===== config.mk =====
export PLATFORM = sky130hd
export DESIGN_NAME = gear_shift_sequencer_flat
export DESIGN_NICKNAME = d
export VERILOG_FILES = /design/src/rtl/gear_shift_sequencer_if.sv /design/src/rtl/gear_shift_sequencer.sv /design/src/flat_wrapper.sv
export SDC_FILE = /design/constraint.sdc
export NUM_CORES = 1
export LEC_CHECK = 0
export ABC_AREA = 1
export BUFFER_PORTS_ARGS = -buffer_cell sky130_fd_sc_hd__clkbuf_2
export CAP_MARGIN = 40
export CORE_MARGIN = 5
export CORE_UTILIZATION = 50
export CTS_CLUSTER_SIZE = 28
export DETAILED_ROUTE_END_ITERATION = 12
export HOLD_SLACK_MARGIN = 0.02
export PLACE_DENSITY = 0.69
export SLEW_MARGIN = 10
export SYNTH_ARGS = -nofsm -noshare
export SYNTH_HDL_FRONTEND = slang
export SYNTH_SLANG_ARGS = --single-unit

===== constraint.sdc =====
create_clock -name clk -period 2.3 [get_ports clk]
set_input_delay 0.115 -clock clk [delete_from_list [all_inputs] [get_ports clk]]
set_output_delay 0.115 -clock clk [all_outputs]
set_load 0.005 [all_outputs]

===== src/rtl/gear_shift_sequencer_if.sv =====
// Shift handshake between the gear sequencer (master) and the shift actuator (slave).
interface gear_shift_sequencer_if;
  logic       shift_req;
  logic [1:0] shift_tgt;
  logic       shift_ack;

  modport master (output shift_req, output shift_tgt, input shift_ack);
  modport slave  (input shift_req, input shift_tgt, output shift_ack);
endinterface


===== src/rtl/gear_shift_sequencer.sv =====
// Steps the engaged drive mode one gear at a time toward the requested mode,
// with an actuator ack timeout, a post-shift dwell and a sticky fault.
module gear_shift_sequencer #(
  parameter int unsigned HOLD_CYCLES = 8,
  parameter int unsigned ACK_TIMEOUT = 16
) (
  input  logic                          clk,
  input  logic                          reset,
  input  logic                          A,
  input  logic [1:0]                    C,
  gear_shift_sequencer_if.master        act,
  output logic [1:0]                    M,
  output logic                          AC,
  output logic                          busy,
  output logic                          fault
);

  typedef enum logic [2:0] {
    S_OFF,
    S_IDLE,
    S_REQ,
    S_HOLD,
    S_FAULT
  } state_t;

  localparam logic [7:0] ACK_LOAD  = 8'(ACK_TIMEOUT - 1);
  localparam logic [7:0] HOLD_LOAD = 8'(HOLD_CYCLES - 1);

  state_t     state, state_n;
  logic [1:0] m_n, tgt_n, t_eff;
  logic [7:0] ack_cnt, ack_cnt_n;
  logic [7:0] hold_cnt, hold_cnt_n;

  always_comb begin
    state_n    = state;
    m_n        = M;
    tgt_n      = act.shift_tgt;
    ack_cnt_n  = ack_cnt;
    hold_cnt_n = hold_cnt;
    t_eff      = A ? C : 2'b00;

    case (state)
      S_OFF: begin
        if (A) state_n = S_IDLE;
      end
      S_IDLE: begin
        if (t_eff == M) begin
          if (!A && M == 2'b00) state_n = S_OFF;
        end else begin
          state_n   = S_REQ;
          tgt_n     = (t_eff > M) ? M + 2'd1 : M - 2'd1;
          ack_cnt_n = ACK_LOAD;
        end
      end
      S_REQ: begin
        // Ack wins over an expiring timeout on the same edge.
        if (act.shift_ack) begin
          m_n        = act.shift_tgt;
          state_n    = S_HOLD;
          hold_cnt_n = HOLD_LOAD;
        end else if (ack_cnt == '0) begin
          state_n = S_FAULT;
        end else begin
          ack_cnt_n = ack_cnt - 8'd1;
        end
      end
      S_HOLD: begin
        if (hold_cnt == '0) state_n = S_IDLE;
        else                hold_cnt_n = hold_cnt - 8'd1;
      end
      S_FAULT: begin
        state_n = S_FAULT;
      end
      default: state_n = S_OFF;
    endcase
  end

  // Outputs are registered from the next-state decode so they track state with no input path.
  always_ff @(posedge clk or negedge reset) begin
    if (!reset) begin
      state         <= S_OFF;
      M             <= '0;
      act.shift_tgt <= '0;
      act.shift_req <= 1'b0;
      AC            <= 1'b0;
      busy          <= 1'b0;
      fault         <= 1'b0;
      ack_cnt       <= '0;
      hold_cnt      <= '0;
    end else begin
      state         <= state_n;
      M             <= m_n;
      act.shift_tgt <= tgt_n;
      act.shift_req <= (state_n == S_REQ);
      AC            <= (state_n != S_OFF);
      busy          <= (state_n == S_REQ) || (state_n == S_HOLD);
      fault         <= (state_n == S_FAULT);
      ack_cnt       <= ack_cnt_n;
      hold_cnt      <= hold_cnt_n;
    end
  end

endmodule


===== src/flat_wrapper.sv =====
// flat-port wrapper written by rule: the top's interface ports become plain ports
module gear_shift_sequencer_flat 
#(
  parameter int unsigned HOLD_CYCLES = 8,
  parameter int unsigned ACK_TIMEOUT = 16
)
  (clk, reset, A, C, M, AC, busy, fault, act_shift_req, act_shift_tgt, act_shift_ack);
  gear_shift_sequencer_if act_i ();
  input  logic clk;
  input  logic reset;
  input  logic A;
  input  logic [1:0] C;
  output logic [1:0] M;
  output logic AC;
  output logic busy;
  output logic fault;
  output wire logic [$bits(act_i.shift_req)-1:0] act_shift_req;
  output wire logic [$bits(act_i.shift_tgt)-1:0] act_shift_tgt;
  input wire logic [$bits(act_i.shift_ack)-1:0] act_shift_ack;
  assign act_shift_req = act_i.shift_req;
  assign act_shift_tgt = act_i.shift_tgt;
  assign act_i.shift_ack = act_shift_ack;
  gear_shift_sequencer #(.HOLD_CYCLES(HOLD_CYCLES), .ACK_TIMEOUT(ACK_TIMEOUT)) u_core (.clk(clk), .reset(reset), .A(A), .C(C), .act(act_i), .M(M), .AC(AC), .busy(busy), .fault(fault));
endmodule

==> results by group <==
Setup path
  • Critical setup path kind: reg -> reg
  • Slack of the worst reg-to-reg path: 730 ps
  • Endpoint class of the critical path: register
  • Critical path required time: 2520 ps
  • Maximum fanout along the worst path: 7
  • Startpoint type of the worst setup path: register
  • Worst reg2reg startpoint: u_core.hold_cnt[0]$_DFFE_PN0P_
  • Worst reg2reg path depth: 7
  • Worst EP arrival: 1790 ps
  • Worst r2r dst: u_core.AC$_DFF_PN0_

STA
  • Min cycle time layout: 1570 ps
  • Post-route worst hold slack: 166 ps
  • RSZ-0062 raised after global routing: no
  • Number of pins exceeding their max-slew limit in the final report: 0
  • Setup skew after layout: 6.23 ps
  • Highest attainable clock frequency: 0.637 GHz
  • Final hold viol count: 0
  • Sum of negative setup slack: 0 ps
  • Worst-case headroom to the max-slew limit: 55.8%
  • Portion of the clock cycle consumed by the worst path in the final layout: 68.3%
  • Transition time at the pin with the least slew margin: 663 ps
  • Finish-stage setup viols: 0

Synthesis
  • Average size of a mapped cell: 7.58 um^2
  • Top cells by area, synth: sky130_fd_sc_hd__dfrtp_1, sky130_fd_sc_hd__nand2_1, sky130_fd_sc_hd__inv_1
  • Synth cell types: 25
  • FF+latch count, synth: 27
  • Top cell type by total area after synthesis: sky130_fd_sc_hd__dfrtp_1
  • Area of the mapped netlist: 1620 um^2
  • Area share of the largest cell type after synthesis: 41.8%
  • Fraction of the yosys area taken by sequential cells: 41.8%
  • Number of instances in the synthesized netlist: 213
  • Synth Warn #: 0
  • Post-synthesis net count: 223

Finish
  • Fraction of the core area covered by cells at the end of the flow: 57.6%
  • Layout-stage area growth over the synthesis result: 9.76%
  • Share of layout cells above drive strength 1: 18.2%
  • Antenna diodes: 0
  • Commonest cells after routing, fill and taps aside: sky130_fd_sc_hd__nand2_1, sky130_fd_sc_hd__dfrtp_1, sky130_fd_sc_hd__inv_1, sky130_fd_sc_hd__nor2_1, sky130_fd_sc_hd__nand3_1
  • Filler-free cell count of the finished design: 275
  • Final net count: 242
  • Commonest non-fill, non-tap cell in the layout: sky130_fd_sc_hd__nand2_1

GRT
  • First-pass GRT wire length: 5280 um
  • Pin count of the biggest net entering global routing: 28
  • Antenna violations before repair: 0
  • Sum of overflow across all layers after global routing: 0
  • Via count of the first global-routing pass: 1172
  • Overall global routing resource usage: 15.6%

Flow run
  • Number of max-cap violations: 0

Run status
  • Status: completed

CTS
  • Clock buffer depth: 2
  • Clock sink count: 27
  • Worst-skew pair later-pin latency: 330 ps
  • Number of H-tree levels: 1
  • Clock tree from TritonCTS: yes
  • CTS buffer count: 3
  • Root Driver: sky130_fd_sc_hd__clkbuf_4
  • Clock-pin slew reported for the worst setup and hold paths after clock tree synthesis: 150 ps

Routing
  • Average routed wire per standard cell: 10.7 um
  • Antenna-violating nets left: 0
  • Total routed wirelength: 2930 um
  • Number of search-and-repair iterations in the first detailed-routing pass: 4
  • Initial DRC count: 102
  • DRC violations left: 0
  • Via count: 1312
  • DR vias/cell: 4.77

Floorplan
  • Overall die height: 66.8 um
  • Starting density of the core: 52.5%
  • Number of I/O pins: 14
  • Placeable core region: 3080 um^2
  • Standard-cell row count: 20
  • X dimension of the die: 66.8 um
  • Die footprint: 4470 um^2

Hold path
  • Launch instance of the worst min-delay path: act_shift_ack
  • Hold depth: 3
  • Endpoint of the worst hold path: u_core.hold_cnt[2]$_DFFE_PN0P_
  • Hold Crit Class: in -> reg

Placement
  • Placer congestion estimate: 0.860
  • Total placed cells including tap cells: 270
  • Buffers added on ports: 13
  • Total half-perimeter wirelength after legalization and detailed placement: 2210 um

Pwr
  • Power density normalized to cell area: 1390 nW/um^2
  • Leakage power summed over all cells: 0.948 nW
  • Largest voltage drop on the vdd net: 0.000686 V
cells by family after synthesis:
kind of cell | share of synthesized area [%]
compound gates | 5.96
xor+xnor | 2.17
fa+ha+maj | 3.10
buf+inv | 7.20
flops | 41.8
simple gates | 39.7
stage by stage:
stage / instance area (um^2) / worst slack [ps] / power (mW)
after floorplan: 1620 / 920 / 1.93
after global placement: 1740 / 783 / 2.24
after detailed placement: 1740 / 742 / 2.27
after CTS: 1770 / 732 / 2.49
after global routing: 1770 / 594 / 2.73
final: 1770 / 730 / 2.46
synthesized netlist by cell type (all sizes together):
library cell  number
a21oi              2
nand2             74
dfrtp             27
o21bai             1
xnor2              1
inv               31
nand3b             1
xor2               3
ha                 4
nor3               1
nand3             19
nor2              31
or2                1
nand4              2
o21ai             15
cell type report:
type                       instances  area [um^2]
fill                             311         1310
multi-input combinational        155          823
sequential                        27          676
inverter                          31          116
timing repair buffer              14         75.1
tap                               44         55.1
clock buffer                       3         22.5
clock inverter                     1         5.00
metal layers:
metal	track usage, %	wire length (um)
met5	0	0
met1	22.7	1580
met4	6.09	30
met3	2.87	119
met2	22.9	1200
how the worst max path moves through the flow:
stage	from	to	slack (ps)	cells past startpoint
3_3_place_gp	u_core.hold_cnt[0]$_DFFE_PN0P_	u_core.hold_cnt[5]$_DFFE_PN0P_	780	7
2_1_floorplan	u_core.hold_cnt[0]$_DFFE_PN0P_	u_core.AC$_DFF_PN0_	920	7
4_1_cts	u_core.hold_cnt[0]$_DFFE_PN0P_	u_core.hold_cnt[6]$_DFFE_PN0P_	730	7
5_1_grt	u_core.hold_cnt[1]$_DFFE_PN0P_	u_core.hold_cnt[6]$_DFFE_PN0P_	590	8
3_5_place_dp	u_core.hold_cnt[0]$_DFFE_PN0P_	u_core.AC$_DFF_PN0_	740	7
6_report	u_core.hold_cnt[0]$_DFFE_PN0P_	u_core.AC$_DFF_PN0_	730	7
report_power, final:
part           internal, mW  leakage [nW]  switching (mW)
sequential            0.673         0.337           0.173
combinational         0.504         0.593           0.901
clock                0.0654        0.0177           0.146
timing repair:
action	CTS	global route
setup buffers	0	0
gates resized for setup	0	0
hold buffers	1	0
hold endpoints to repair	27	0
worst max-delay path: stages, from the launching register on:
cell	delay (ps)
sky130_fd_sc_hd__dfrtp_1	380
sky130_fd_sc_hd__inv_1	110
sky130_fd_sc_hd__ha_1	230
sky130_fd_sc_hd__nand3_2	150
sky130_fd_sc_hd__o21ai_2	200
sky130_fd_sc_hd__nand2_4	90
sky130_fd_sc_hd__nor2_1	200
sky130_fd_sc_hd__nand3_1	110
state kept, by name, summed over array words and instances (netlist names):
signal / flops
u_core.busy: 1
u_core.M: 2
u_core.AC: 1
u_core.state: 3
u_core.act.shift_req: 1
u_core.fault: 1
u_core.ack_cnt: 8
u_core.act.shift_tgt: 2
u_core.hold_cnt: 8
Power figures use the tool's default switching activity.
